File: src/rtl/uart_transmitter_fpga_status.sv
// uart_transmitter_fpga_status: FIFO-buffered 8-bit UART transmitter for FPGA status/readback bytes
// Ports:
//   clk, rst        system clock, synchronous active-high reset
//   in_data/in_valid/in_ready  byte push handshake into the FIFO (in_ready = !full)
//   tx              registered serial line, idle high, LSB first
//   busy            frame on the line or FIFO non-empty
//   tx_done         one-cycle pulse on the last clock of each frame's final stop bit
//   fifo_count      FIFO occupancy
//   byte_count      frames fully sent, wraps at 16 bits
// Optional macro UART_TX_PARITY_EN adds parameter PARITY_ODD and a parity bit after the data bits.
module uart_transmitter_fpga_status #(
  parameter int BAUD_RATE  = 115200,
  parameter int CLOCK_FREQ = 100000000,
  parameter int FIFO_DEPTH = 16,
  parameter int STOP_BITS  = 1
`ifdef UART_TX_PARITY_EN
  ,
  parameter bit PARITY_ODD = 1'b0
`endif
) (
  input  logic                          clk,
  input  logic                          rst,
  input  logic [7:0]                    in_data,
  input  logic                          in_valid,
  output logic                          in_ready,
  output logic                          tx,
  output logic                          busy,
  output logic                          tx_done,
  output logic [$clog2(FIFO_DEPTH):0]   fifo_count,
  output logic [15:0]                   byte_count
);
  localparam int BAUD_DIV = CLOCK_FREQ / BAUD_RATE;
  localparam int AW = $clog2(FIFO_DEPTH);
  localparam int CW = (BAUD_DIV > 1) ? $clog2(BAUD_DIV) : 1;
`ifdef UART_TX_PARITY_EN
  typedef enum logic [2:0] {S_IDLE, S_START, S_DATA, S_PARITY, S_STOP} state_t;
`else
  typedef enum logic [2:0] {S_IDLE, S_START, S_DATA, S_STOP} state_t;
`endif
  state_t        r_state, w_state_n;
  logic [CW-1:0] r_cnt, w_cnt_n;
  logic [2:0]    r_bit, w_bit_n;
  logic          r_stop, w_stop_n;
  logic [7:0]    r_shift, w_shift_n;
  logic          r_tx, w_tx_n;
  logic [15:0]   r_byte_count;
  logic [7:0]    r_mem [FIFO_DEPTH];
  logic [AW-1:0] r_wr, r_rd;
  logic [AW:0]   r_count;
  logic          w_push, w_pop, w_empty, w_full, w_tick, w_last_stop;
  logic [7:0]    w_head;
`ifdef UART_TX_PARITY_EN
  logic          r_par, w_par_n;
`endif
  assign w_empty     = r_count == '0;
  assign w_full      = r_count == (AW+1)'(FIFO_DEPTH);
  assign w_push      = in_valid && !w_full;
  assign w_head      = r_mem[r_rd];
  assign w_tick      = r_cnt == '0;
  // final clock of the last stop bit: the frame completes on the following edge
  assign w_last_stop = (r_state == S_STOP) && w_tick && (r_stop == 1'(STOP_BITS - 1));
  assign in_ready    = !w_full;
  assign tx          = r_tx;
  assign busy        = (r_state != S_IDLE) || !w_empty;
  assign tx_done     = w_last_stop;
  assign fifo_count  = r_count;
  assign byte_count  = r_byte_count;
  always_comb begin
    w_state_n = r_state;
    // the counter idles at BAUD_DIV-1 so a freshly started bit lasts exactly BAUD_DIV clocks
    w_cnt_n   = (r_state == S_IDLE || w_tick) ? CW'(BAUD_DIV - 1) : r_cnt - CW'(1);
    w_bit_n   = r_bit;
    w_stop_n  = r_stop;
    w_shift_n = r_shift;
    w_tx_n    = r_tx;
    w_pop     = 1'b0;
`ifdef UART_TX_PARITY_EN
    w_par_n   = r_par;
`endif
    case (r_state)
      S_IDLE: begin
        w_tx_n = 1'b1;
        if (!w_empty) begin
          w_pop     = 1'b1;
          w_shift_n = w_head;
          w_tx_n    = 1'b0;
          w_state_n = S_START;
`ifdef UART_TX_PARITY_EN
          w_par_n   = ^w_head;
`endif
        end
      end
      S_START: if (w_tick) begin
        w_tx_n    = r_shift[0];
        w_bit_n   = 3'd0;
        w_state_n = S_DATA;
      end
      S_DATA: if (w_tick) begin
        if (r_bit == 3'd7) begin
`ifdef UART_TX_PARITY_EN
          w_tx_n    = r_par ^ PARITY_ODD;
          w_state_n = S_PARITY;
`else
          w_tx_n    = 1'b1;
          w_stop_n  = 1'b0;
          w_state_n = S_STOP;
`endif
        end else begin
          w_bit_n   = r_bit + 3'd1;
          w_shift_n = r_shift >> 1;
          w_tx_n    = r_shift[1];
        end
      end
`ifdef UART_TX_PARITY_EN
      S_PARITY: if (w_tick) begin
        w_tx_n    = 1'b1;
        w_stop_n  = 1'b0;
        w_state_n = S_STOP;
      end
`endif
      S_STOP: if (w_tick) begin
        if (w_last_stop) begin
          w_state_n = S_IDLE;
          if (!w_empty) begin
            w_pop     = 1'b1;
            w_shift_n = w_head;
            w_tx_n    = 1'b0;
            w_state_n = S_START;
`ifdef UART_TX_PARITY_EN
            w_par_n   = ^w_head;
`endif
          end
        end else begin
          w_stop_n = 1'b1;
        end
      end
      default: begin
        w_state_n = S_IDLE;
        w_tx_n    = 1'b1;
      end
    endcase
  end
  always_ff @(posedge clk) begin
    if (rst) begin
      r_state      <= S_IDLE;
      r_cnt        <= CW'(BAUD_DIV - 1);
      r_bit        <= 3'd0;
      r_stop       <= 1'b0;
      r_shift      <= 8'd0;
      r_tx         <= 1'b1;
      r_byte_count <= 16'd0;
      r_wr         <= '0;
      r_rd         <= '0;
      r_count      <= '0;
    end else begin
      r_state      <= w_state_n;
      r_cnt        <= w_cnt_n;
      r_bit        <= w_bit_n;
      r_stop       <= w_stop_n;
      r_shift      <= w_shift_n;
      r_tx         <= w_tx_n;
      r_byte_count <= w_last_stop ? r_byte_count + 16'd1 : r_byte_count;
      r_wr         <= w_push ? r_wr + AW'(1) : r_wr;
      r_rd         <= w_pop ? r_rd + AW'(1) : r_rd;
      r_count      <= r_count + (AW+1)'(w_push) - (AW+1)'(w_pop);
    end
  end
`ifdef UART_TX_PARITY_EN
  always_ff @(posedge clk) begin
    if (rst) r_par <= 1'b0;
    else r_par <= w_par_n;
  end
`endif
  always_ff @(posedge clk) begin
    if (w_push) r_mem[r_wr] <= in_data;
  end
endmodule

File: config.mk
export PLATFORM = sky130hd
export DESIGN_NAME = uart_transmitter_fpga_status
export DESIGN_NICKNAME = d
export VERILOG_FILES = /design/src/rtl/uart_transmitter_fpga_status.sv
export SDC_FILE = /design/constraint.sdc
export NUM_CORES = 1
export LEC_CHECK = 0
export BUFFER_PORTS_ARGS = -buffer_cell sky130_fd_sc_hd__buf_2
export CAP_MARGIN = 20
export CORE_MARGIN = 8
export CORE_UTILIZATION = 49
export CTS_CLUSTER_SIZE = 40
export DETAILED_ROUTE_END_ITERATION = 10
export PLACE_DENSITY = 0.68
export SYNTH_ARGS = -nofsm -noshare
export SYNTH_HDL_FRONTEND = slang
export SYNTH_SLANG_ARGS = --single-unit
export TNS_END_PERCENT = 20
File: constraint.sdc
create_clock -name clk -period 2.8 [get_ports clk]
set_input_delay 0.56 -clock clk [delete_from_list [all_inputs] [get_ports clk]]
set_output_delay 0.56 -clock clk [all_outputs]
set_load 0.02 [all_outputs]
==> out/qor.txt, run 1 <==
========================================================================================
Max frequency .............................................................   0.3791 GHz
CP cell instances ......................................................... inv_1 -> ha_2 -> or4b_4 -> nor3_4 -> nor3b_2 -> buf_2
TritonCTS Buffers .........................................................           17
Data arrival time of the critical path ....................................      2.08 ns
Max-slew headroom at the worst pin ........................................       0.4798
Number of buffers inserted by port buffering ..............................           35
Result of the run .........................................................    completed
Crit path buf inv count ...................................................            2
Clock transition at the registers of the reported paths ...................      0.07 ns
Number of register bits inferred by synthesis .............................          186
Category of cells accounting for the largest share of critical-path delay . simple AND/OR/NAND/NOR gates
Worst endpoint required time ..............................................      2.24 ns
Final instance count without filler cells .................................          870
Pwr Density ............................................................... 866.4 nW/um^2
Peak ir drop on the vdd network ...........................................     660.8 uV
Final-stage net count .....................................................          672
Transition time at the pin with the least slew margin .....................    0.7802 ns
Initial detailed-routing violation count ..................................          336
Final Slew Violations .....................................................            0
Ys Warns ..................................................................            0
Worst hold slack across all endpoints .....................................    0.4152 ns
Pre-CTS setup slack .......................................................    0.1268 ns
Inserted Diodes ...........................................................            0
Pre-antenna DRT Iters .....................................................            5
Global-route usage over all layers ........................................       0.1657
Count of cells along the worst register-to-register path ..................           13
Type of element launching the critical path ...............................    flip-flop
Cell count along the critical path ........................................            6
Max Buffers Root-to-Sink ..................................................            2
Met2 track utilization from global routing ................................       0.2666
Number of levels the H-tree was split into ................................            4
End of the critical path ..................................................      tx_done
Drt via density ...........................................................        5.516
Number of enable flip-flop cells after synthesis ..........................          128
Gate count after technology mapping .......................................          578
Peak per-stage delay on the critical path .................................      0.49 ns
Global-route wire length before repair ....................................     25610 um
Slowest cell on crit path .................................................       or4b_4
Die footprint .............................................................   20480 um^2
Number of cells in the design after placement .............................          836
Post-route cell area ......................................................    9201 um^2
Most Used Layer, Global Route .............................................         met2
Async set-or-reset flop fraction in the synthesized netlist ...............            0
Width of the die ..........................................................     143.1 um
Remaining antenna violation count .........................................            0
Critical Path Source ......................................................     r_cnt[0]
Antenna violations before repair ..........................................            0
Max-Cap Viols .............................................................            0
Placer Congestion .........................................................       0.8003
Met1 GRT Util .............................................................       0.2125
Count of distinct cell types in the synthesized netlist ...................           57
Worst reg2reg startpoint ..................................................     r_cnt[0]
Total wirelength of the detailed-routed design ............................     16230 um
Setup slack, reg-to-reg ...................................................      0.21 ns
Smallest setup slack after layout .........................................    0.1621 ns
Final Hold Vio Count ......................................................            0
Final Cycle Share .........................................................       0.9421
Final setup skew ..........................................................  0.007992 ns
Clock latency of the later-clocked register in the worst-skew pair ........      0.43 ns
Kind of end point of the critical path .................................... primary output
Number of endpoints failing setup at the final stage ......................            0
Synth-to-layout area growth ...............................................       16.25%
Pin count of the biggest net entering global routing ......................           42
Core outline area .........................................................   15830 um^2
Mapped cell area ..........................................................    7915 um^2
Power, Total ..............................................................   0.007972 W
Ratio of cells with drive above 1 in the final layout .....................       0.2232
Sequential cell area fraction in the yosys report .........................       0.6323
Synthesized area per cell .................................................   13.69 um^2
Total via count in the routed design ......................................         4799
Final period demand of the worst path .....................................     2.638 ns
Critical Path Fanout Max ..................................................            4
Most common flop cell mapped by yosys .....................................     edfxtp_1
HPWL Detailed .............................................................     10980 um
Die extent in y ...........................................................     143.1 um
End of the worst register-to-register path ................................ fifo_count[4]
Post-route DRC ............................................................            0
Row Count .................................................................           46
Worst min-delay path class ................................................ flip-flop to flip-flop
Routed wire per std cell ..................................................     18.66 um
Met3 Use GR ...............................................................      0.04040
Placed instance area ......................................................    8522 um^2
Clock tree from TritonCTS .................................................        built
Total congestion overflow after global routing ............................            0
Nets in the synthesized netlist ...........................................          609
Number of global-route vias before repair .................................         4820
Library cell used as clock root buffer ....................................    clkbuf_16
Initial Utilization .......................................................       0.5001
Number of sinks on the clock net ..........................................          186
Leakage Power .............................................................     3.212 nW
Hold-fix buffers, CTS .....................................................            0
Top-Level Pins ............................................................           36
Worst setup path category ................................................. flip-flop to primary output
========================================================================================
[per-layer routing]
| layer | vias up | routed length, um | share of wire |
|---|---|---|---|
| met5 | - | 0 | 0 |
| li1 | 2293 | - | - |
| met4 | 0 | 262 | 0.016 |
| met3 | 19 | 802 | 0.049 |
| met1 | 2374 | 7238 | 0.45 |
| met2 | 113 | 7929 | 0.49 |
[where the power goes]
group | leakage, nW | internal, W | switching [W]
logic | 1.26 | 0.000956 | 0.00109
clock network | 0.322 | 0.00153 | 0.00108
registers | 1.63 | 0.00313 | 0.000182
total | 3.21 | 0.00562 | 0.00235
[logic make-up (layout without fill, tap and decap cells)]
group,count (synthesis),in the layout,synth area share
compound gates,68,68,0.06102
buf+inv,47,123,0.02324
flops,186,186,0.6323
mux,63,63,0.1084
simple gates,171,171,0.1170
xor+xnor,23,23,0.02545
fa+ha+maj,20,20,0.03256
[cell usage in the layout (no fill, tap or decap), types with 3 or more instances in the layout]
master / count
dfxtp_1: 57
a32o_1: 6
a31o_2: 3
nand2_1: 35
or3_1: 5
mux2_2: 12
inv_6: 4
ha_1: 18
xor2_1: 8
inv_1: 23
xnor2_1: 15
nor2_1: 52
nand2b_1: 7
o32ai_1: 6
nand4_1: 8
edfxtp_1: 128
buf_2: 35
a22oi_1: 12
inv_8: 5
a21oi_1: 19
nand3_1: 8
nor2b_1: 12
or4_1: 5
buf_4: 31
bufinv_16: 4
o21ai_0: 9
clkbuf_16: 17
nor3_1: 15
mux4_2: 17
mux2i_1: 34
[sequential cells by signal, summed over array words and instances (netlist names), named ones only]
| register | cells |
|---|---|
| r_cnt | 10 |
| r_state | 2 |
| r_bit | 3 |
| r_stop | 1 |
| fifo_count | 5 |
| r_wr | 4 |
| tx | 1 |
| r_mem | 128 |
| r_rd | 4 |
| r_shift | 8 |
| byte_count | 16 |
[worst min-delay path by stage]
stage	cells past startpoint	slack [ns]	to	start
after floorplan	1	0.38	r_cnt[0]	r_cnt[0]
after global placement	1	0.39	r_cnt[0]	r_cnt[0]
after detailed placement	1	0.40	r_cnt[0]	r_cnt[0]
after CTS	1	0.42	r_cnt[0]	r_cnt[0]
after global routing	1	0.44	r_cnt[0]	r_cnt[0]
final	1	0.42	r_cnt[0]	r_cnt[0]
[Yosys cell counts (9+ instances only)]
cell type,number,share of area
edfxtp_1,128,0.49
dfxtp_1,58,0.15
nor2_1,52,0.025
nand2_1,35,0.017
mux2i_1,34,0.043
inv_1,23,0.011
a21oi_1,20,0.013
ha_1,19,0.030
mux4_2,17,0.048
nor3_1,15,0.0095
xnor2_1,15,0.017
clkbuf_1,13,0.0062
a22oi_1,12,0.011
mux2_2,12,0.017
nor2b_1,12,0.0095
o21ai_0,9,0.0057
[per-stage QoR]
step	TNS [ns]	utilization
detailed placement	0	0.5384
finish	0	0.5813
global route	-0.002954	0.5813
floorplan	0	-
CTS	0	0.5796
global placement	0	0.5384
[final cells by class]
cell class / count / area [um^2]
multi-input cells: 345 / 2744
well taps: 216 / 270.3
clock buffers: 17 / 425.4
repair buffers: 68 / 447.9
fillers: 1247 / 6626
flip-flops and latches: 186 / 5006
clock inverters: 15 / 221.5
inverters: 23 / 86.33
[timing repair]
item | in CTS | in global routing
cloned | 0 | 0
pin swaps | 0 | 2
setup endpoints to repair | 1 | 2
buffers inserted | 0 | 2
gates resized for setup | 1 | 4
No activity file was read; power rests on OpenSTA's default activity.
==> inputs of run 2 (changes only) <==
ABC_AREA = 1   (was unset)
==> run 2 against run 1 <==
Worst hold slack worse by 0.0023 ns. Highest routed layer unchanged. Area after synthesis is 6.3% higher. Final cell count is 37% higher. Non-clock buffer count is 17 lower. Register-to-register slack better by 0.02 ns. Via count is 28% higher. Sequential share of layout area is 1.1 points lower. Critical path type is now flip-flop to flip-flop. Sequential power is 3% lower. Wire length is 15% higher. Worst setup slack better by 0.064 ns.
==> out/qor.txt, run 2 <==
=================================================================================
Clock latency of the later-clocked register in the worst-skew pair .      0.43 ns   about the same
Max-Cap Viols ......................................................            0   unchanged
Leading cell type in the layout, fill and taps excluded ............      nand2_1
Global-route usage over all layers .................................       0.1737   +0.008021
Antenna violations before repair ...................................            0   unchanged
Gate count after technology mapping ................................          920   +59%
Clock tree from TritonCTS ..........................................        built
Final period demand of the worst path ..............................     2.574 ns   -0.06376 ns
Ys Warns ...........................................................            0   unchanged
Nets in the synthesized netlist ....................................          951   +56%
Number of buffers inserted by port buffering .......................           35   unchanged
Library cell used as clock root buffer .............................    clkbuf_16
Met1 GRT Util ......................................................       0.2151   +0.002596
Worst endpoint required time .......................................      3.10 ns   +0.86 ns
Most Used Layer, Global Route ......................................         met2
Max-slew headroom at the worst pin .................................       0.5154   +0.03556
Unrepaired setup endpoints after global routing ....................        false
Synthesized area per cell ..........................................   9.142 um^2   -33%
Worst setup path category .......................................... flip-flop to flip-flop
Cell with the most instances after synthesis .......................      nand2_1
Cell type contributing the most total cell area after synthesis ....     edfxtp_1
Power, Total .......................................................   0.007609 W   -4.6%
Number of endpoints failing setup at the final stage ...............            0   unchanged
Top-Level Pins .....................................................           36   unchanged
Pwr Density ........................................................ 809.7 nW/um^2   -6.6%
Final-stage net count ..............................................          988   +47%
Most common flop cell mapped by yosys ..............................     edfxtp_1
Transition time at the pin with the least slew margin ..............    0.7269 ns   -0.05334 ns
Max frequency ......................................................   0.3885 GHz   +2.5%
Count of distinct cell types in the synthesized netlist ............           38   -33%
Top library cells by usage in the layout, fill and taps aside ...... 257 x nand2_1, 128 x edfxtp_1, 104 x inv_1, 100 x nand3_1, 91 x nor2_1
Drt via density ....................................................        5.147   -6.7%
Inserted Diodes ....................................................            0   unchanged
Number of enable flip-flop cells after synthesis ...................          128   unchanged
Sum of negative setup slack ........................................         0 ns   unchanged
Global-route wire length before repair .............................     29550 um   +15%
Hold-fix buffers, CTS ..............................................            0   unchanged
Pre-antenna DRT Iters ..............................................            5   unchanged
Final setup skew ...................................................  0.008099 ns   +0.0001078 ns
Die footprint ......................................................   21610 um^2   +5.6%
Total wirelength of the detailed-routed design .....................     18690 um   +15%
Most area-consuming cells after synthesis .......................... edfxtp_1 46%, dfxtp_1 14%, nand2_1 12%, nand3_1 6.0%, inv_1 4.7%
Pre-CTS setup slack ................................................    0.1854 ns   +0.05865 ns
Row Count ..........................................................           48   +4.3%
Total congestion overflow after global routing .....................            0   unchanged
Top reg by flops ...................................................        r_mem
Routed wire per std cell ...........................................     15.65 um   -16%
Final Slew Violations ..............................................            0   unchanged
Met3 Use GR ........................................................      0.03199   -0.008411
Peak ir drop on the vdd network ....................................     520.4 uV   -21%
Number of global-route vias before repair ..........................         5873   +22%
Final Hold Vio Count ...............................................            0   unchanged
Final Cycle Share ..................................................       0.9193   -0.02277
Clock transition at the registers of the reported paths ............      0.07 ns   about the same
Max reg flops ......................................................          128   unchanged
Kind of end point of the critical path .............................    flip-flop
TritonCTS Buffers ..................................................           17   unchanged
Post-route DRC .....................................................            0   unchanged
Sequential cell area fraction in the yosys report ..................       0.5951   -0.03725
Critical Path Fanout Max ...........................................            6   +2
Width of the die ...................................................     147.0 um   +2.7%
Initial Utilization ................................................       0.4931   -0.006975
Number of sinks on the clock net ...................................          186   unchanged
Met2 track utilization from global routing .........................       0.2949   +0.02835
Type of element launching the critical path ........................    flip-flop
Area fraction of the dominant cell type after synthesis ............       0.4570   -0.02861
Initial detailed-routing violation count ...........................          437   +30%
Synth-to-layout area growth ........................................       11.74%
Leakage Power ......................................................     3.871 nW   +20%
Result of the run ..................................................    completed
Placer Congestion ..................................................       0.8294   +3.6%
Smallest setup slack after layout ..................................    0.2259 ns   +0.06376 ns
Ratio of cells with drive above 1 in the final layout ..............       0.1042   -0.1190
HPWL Detailed ......................................................     12170 um   +11%
Data arrival time of the critical path .............................      2.88 ns   +0.80 ns
Async set-or-reset flop fraction in the synthesized netlist ........            0   unchanged
Max Buffers Root-to-Sink ...........................................            2   unchanged
Number of levels the H-tree was split into .........................            4   unchanged
Worst min-delay path class ......................................... flip-flop to flip-flop
Pin count of the biggest net entering global routing ...............           67   +60%
Remaining antenna violation count ..................................            0   unchanged
Count of fill cells added during filler insertion ..................         1568   +26%
Mapped cell area ...................................................    8411 um^2   +6.3%
Setup slack, reg-to-reg ............................................      0.23 ns   +0.02 ns
Core outline area ..................................................   17060 um^2   +7.8%
Number of register bits inferred by synthesis ......................          186   unchanged
List of most frequent post-synthesis cells ......................... 259 x nand2_1, 128 x edfxtp_1, 105 x inv_1
Die extent in y ....................................................     147.0 um   +2.7%
Total via count in the routed design ...............................         6146   +28%
=================================================================================
## run 2: cell count changes after synthesis, sizes merged, moves of 17 or more
cell,previous run,this run
o21ai,9,32
nor2,53,95
a21oi,20,39
mux2i,34,0
nand2,35,260
nand3,8,102
inv,23,109
mux4,17,0
## run 2: critical path, stage by stage, from the launching register on
cell and delay [ns]:
dfxtp_1 0.32, inv_2 0.08, ha_1 0.18, nand4_2 0.14, nor2_4 0.24, nand3_4 0.12
nand2_2 0.10, nand2_2 0.07, nand2_1 0.06, nand2_1 0.06, ha_1 0.21, fa_1 0.40
a21oi_1 0.15, o21ai_0 0.11, o21ai_0 0.16, a21oi_1 0.06
## run 2: what timing repair did
action,in CTS,in global routing
gates resized for setup,0,3
endpoints found under the setup margin,0,1
buffers inserted,0,1
## run 2: final cells by class
class	instances	area, um^2	share of cell area
Sequential cell	186	5006	0.5327
Multi-Input combinational cell	592	2836	0.3018
Clock buffer	18	429.2	0.04567
Inverter	109	409.1	0.04354
Timing Repair Buffer	51	307.8	0.03275
Tap cell	225	281.5	0.02996
Clock inverter	13	127.6	0.01358
## run 2: worst paths after layout
path | startpoint | endpoint | depth (start not counted)
worst max-delay path | r_cnt[0] | fifo_count[4] | 15
worst max register to register | r_cnt[0] | fifo_count[4] | 15
worst min-delay path | r_cnt[0] | r_cnt[0] | 1
worst min register to register | r_cnt[0] | r_cnt[0] | 1
## run 2: kinds of logic after synthesis
| group | after synthesis | share of synthesized area |
|---|---|---|
| adder cells (fa/ha/maj) | 20 | 0.03065 |
| AND/OR/NAND/NOR | 481 | 0.2437 |
| AO/OA/AOI/OAI | 78 | 0.04880 |
| flip-flops | 186 | 0.5951 |
| buffers and inverters | 142 | 0.06828 |
| XOR/XNOR | 13 | 0.01354 |
## run 2: metal layers
metal,up-vias,wire length (um)
met5,-,0
met4,0,314
met3,26,956
met2,135,9223
met1,2915,8191
li1,3070,-
## run 2: power breakdown
| group | switching, W | internal (W) |
|---|---|---|
| logic | 0.00143 | 0.000659 |
| registers | 0.000102 | 0.00311 |
| clock network | 0.00100 | 0.00130 |
| total | 0.00254 | 0.00507 |
## run 2: metrics by stage
stage	utilization	std cells	cell area [um^2]	hold WS, ns
finish	0.5510	1194	9398	0.4129
global route	0.5510	1194	9398	0.4240
CTS	0.5502	1193	9385	0.4012
detailed placement	0.5176	1162	8828	0.3853
global placement	0.5176	1162	8828	0.3763
floorplan	-	920	8411	0.3654
==> inputs of run 3 (changes only) <==
--- a/config.mk
+++ b/config.mk
@@ -11,6 +11,6 @@
 export CORE_MARGIN = 8
-export CORE_UTILIZATION = 49
+export CORE_UTILIZATION = 47
 export CTS_CLUSTER_SIZE = 40
 export DETAILED_ROUTE_END_ITERATION = 10
-export PLACE_DENSITY = 0.68
+export PLACE_DENSITY = 0.66
 export SYNTH_ARGS = -nofsm -noshare
==> constraint.sdc (replaced) <==
create_clock -name clk -period 2.8 [get_ports clk]
set_input_delay 0.28 -clock clk [delete_from_list [all_inputs] [get_ports clk]]
set_output_delay 0.28 -clock clk [all_outputs]
set_load 0.02 [all_outputs]
==> run 3 against run 2 <==
Worst setup slack gained 0.045 ns. Global-route usage is 0.88 points lower. Highest routed layer unchanged. Clock-buffer cell count unchanged. Clock skew fell by 0.0021 ns. Critical path type unchanged.
==> out/qor.txt, run 3 (same netlist as run 2, synthesis figures left out) <==
========================================================================================
Internal power consumption ................................................   0.004929 W   -2.8%
Library cell used as clock root buffer ....................................    clkbuf_16
Final instance count without filler cells .................................         1198   +0.34%
Number of sinks on the clock net ..........................................          186   unchanged
HPWL Detailed .............................................................     11990 um   -1.5%
Width of the die ..........................................................     149.8 um   +1.9%
Leakage Power .............................................................     3.860 nW   -0.27%
Total wirelength of the detailed-routed design ............................     17840 um   -4.5%
Sequential cell fraction of total power ...................................        0.426   +0.004
Max-Cap Viols .............................................................            0   unchanged
Share of total power in the clock network .................................        0.296   -0.007
Max reg flops .............................................................          128   unchanged
Peak ir drop on the vdd network ...........................................     459.2 uV   -12%
Result of the run .........................................................    completed
Row Count .................................................................           49   +2.1%
Pin count of the biggest net entering global routing ......................           67   unchanged
Number of endpoints failing setup at the final stage ......................            0   unchanged
Top-Level Pins ............................................................           36   unchanged
Transition time at the pin with the least slew margin .....................    0.7313 ns   +0.004367 ns
Number of global-route vias before repair .................................         5830   -0.73%
Critical Path Most Common Cell ............................................      nand2_1
Sum of negative setup slack ...............................................         0 ns   unchanged
Combinational group share of total power ..................................        0.278   +0.003
Total via count in the routed design ......................................         6074   -1.2%
Type of element launching the critical path ...............................    flip-flop
Remaining antenna violation count .........................................            0   unchanged
Placer Congestion .........................................................       0.8425   +1.6%
TritonCTS Buffers .........................................................           17   unchanged
Post-route DRC ............................................................            0   unchanged
Initial Utilization .......................................................       0.4730   -0.02006
Final Hold Vio Count ......................................................            0   unchanged
Number of cells in the design after placement .............................         1165   +0.26%
Ratio of cells with drive above 1 in the final layout .....................       0.1073   +0.003096
Data arrival time of the critical path ....................................      2.84 ns   -0.04 ns
CP cell instances ......................................................... inv_1 -> ha_2 -> nand4_2 -> nor2_4 -> nand3_4 -> nand2_2 -> nand2_1 -> nand2_1 -> nand2_1 -> ha_1 -> fa_2 -> a21oi_1 -> o21ai_0 -> o21ai_0 -> a21oi_1
Count of fill cells added during filler insertion .........................         1623   +3.5%
Antenna violations before repair ..........................................            0   unchanged
Drt via density ...........................................................        5.070   -1.5%
Pwr Density ............................................................... 800.1 nW/um^2   -1.2%
Final Cycle Share .........................................................       0.9031   -0.01622
Clock latency of the later-clocked register in the worst-skew pair ........      0.43 ns   about the same
Top reg by flops ..........................................................        r_mem
Clock tree from TritonCTS .................................................        built
Category of cells accounting for the largest share of critical-path delay . simple AND/OR/NAND/NOR gates
Final period demand of the worst path .....................................     2.529 ns   -0.04543 ns
Max frequency .............................................................   0.3955 GHz   +1.8%
Final setup skew ..........................................................  0.006018 ns   -0.002081 ns
Leading cell type in the layout, fill and taps excluded ...................      nand2_1
Top library cells by usage in the layout, fill and taps aside ............. 258 x nand2_1, 128 x edfxtp_1, 105 x inv_1, 100 x nand3_1, 91 x nor2_1
Global-route wire length before repair ....................................     28860 um   -2.3%
Critical Path Fanout Max ..................................................            7   +1
Final-stage net count .....................................................          987   -0.10%
Global-route usage over all layers ........................................       0.1649   -0.008788
Die extent in y ...........................................................     149.8 um   +1.9%
Core outline area .........................................................   17780 um^2   +4.2%
Switching share of power ..................................................       0.3439   +0.01041
Worst setup path category ................................................. flip-flop to flip-flop
Reported net switching power ..............................................   0.002583 W   +1.8%
Crit path buf inv count ...................................................            1   unchanged
Synth-to-layout area growth ...............................................       11.63%   about the same
Slowest cell on crit path .................................................         fa_2
Routed wire per std cell ..................................................     14.89 um   -4.9%
Initial detailed-routing violation count ..................................          520   +19%
Final Slew Violations .....................................................            0   unchanged
Number of buffers inserted by port buffering ..............................           35   unchanged
Unrepaired setup endpoints after global routing ...........................        false
Max-slew headroom at the worst pin ........................................       0.5107   -0.004712
Worst endpoint required time ..............................................      3.11 ns   about the same
Hold-fix buffers, CTS .....................................................            0   unchanged
Total congestion overflow after global routing ............................            0   unchanged
Die footprint .............................................................   22430 um^2   +3.8%
Kind of end point of the critical path ....................................    flip-flop
Max Buffers Root-to-Sink ..................................................            2   unchanged
Inserted Diodes ...........................................................            0   unchanged
Number of levels the H-tree was split into ................................            4   unchanged
Worst min-delay path class ................................................ input pin to flip-flop
Clock transition at the registers of the reported paths ...................      0.07 ns   about the same
Pre-antenna DRT Iters .....................................................            5   unchanged
Worst hold slack across all endpoints .....................................    0.2408 ns   -0.1720 ns
Peak per-stage delay on the critical path .................................      0.35 ns   -0.05 ns
========================================================================================
==> run 3: path summary, 6_finish.rpt <==
check / start / end / slack [ns] / cells after the start
worst max-delay path: r_cnt[0] / fifo_count[4] / 0.27 / 15
worst min register to register: r_cnt[0] / r_cnt[0] / 0.39 / 1
worst max register to register: r_cnt[0] / fifo_count[4] / 0.27 / 15
worst min-delay path: in_valid / r_wr[1] / 0.24 / 3
==> run 3: worst reg2reg max path, cell delays in order (launching register included) <==
cell	delay [ns]
dfxtp_1	0.31
inv_1	0.11
ha_2	0.21
nand4_2	0.14
nor2_4	0.17
nand3_4	0.13
nand2_2	0.10
nand2_1	0.10
nand2_1	0.08
nand2_1	0.06
ha_1	0.21
fa_2	0.35
a21oi_1	0.12
o21ai_0	0.11
o21ai_0	0.16
a21oi_1	0.05
==> run 3: power by group through the flow <==
stage	combinational, W	sequential (W)	clock, W
finish	0.00209	0.00320	0.00222
global route	0.00238	0.00322	0.00235
CTS	0.00211	0.00320	0.00225
detailed placement	0.00210	0.00326	0
global placement	0.00207	0.00325	0
floorplan	0.00152	0.00328	0
==> run 3: metrics by stage <==
step | util | total power, W | setup WS, ns | cell area, um^2
6_report | 0.5281 | 0.007512 | 0.2713 | 9389
5_1_grt | 0.5281 | 0.007958 | 0.003642 | 9389
4_1_cts | 0.5272 | 0.007560 | 0.1163 | 9374
3_5_place_dp | 0.4964 | 0.005358 | 0.1296 | 8826
3_3_place_gp | 0.4964 | 0.005324 | 0.2054 | 8826
2_1_floorplan | - | 0.004804 | 0.3682 | 8411
==> run 3: cell type report <==
cell class	instances	area (um^2)	share of cell area
tap	229	286.5	0.03052
sequential	186	5006	0.5332
multi-input combinational	592	2839	0.3024
inverter	109	409.1	0.04358
timing repair buffer	50	300.3	0.03198
clock inverter	14	118.9	0.01266
clock buffer	18	429.2	0.04571
==> run 3: metal layers <==
| layer | GRT usage | wire, um | vias to the layer above |
|---|---|---|---|
| li1 | - | - | 3079 |
| met4 | 0.05597 | 293 | 0 |
| met1 | 0.2050 | 7834 | 2849 |
| met5 | 0 | 0 | - |
| met3 | 0.03689 | 948 | 22 |
| met2 | 0.2786 | 8760 | 124 |
==> run 3: repair_timing <==
| action | in CTS | in global routing |
|---|---|---|
| resized for setup | 0 | 3 |
| buffers inserted | 0 | 1 |
| endpoints found under the setup margin | 0 | 1 |
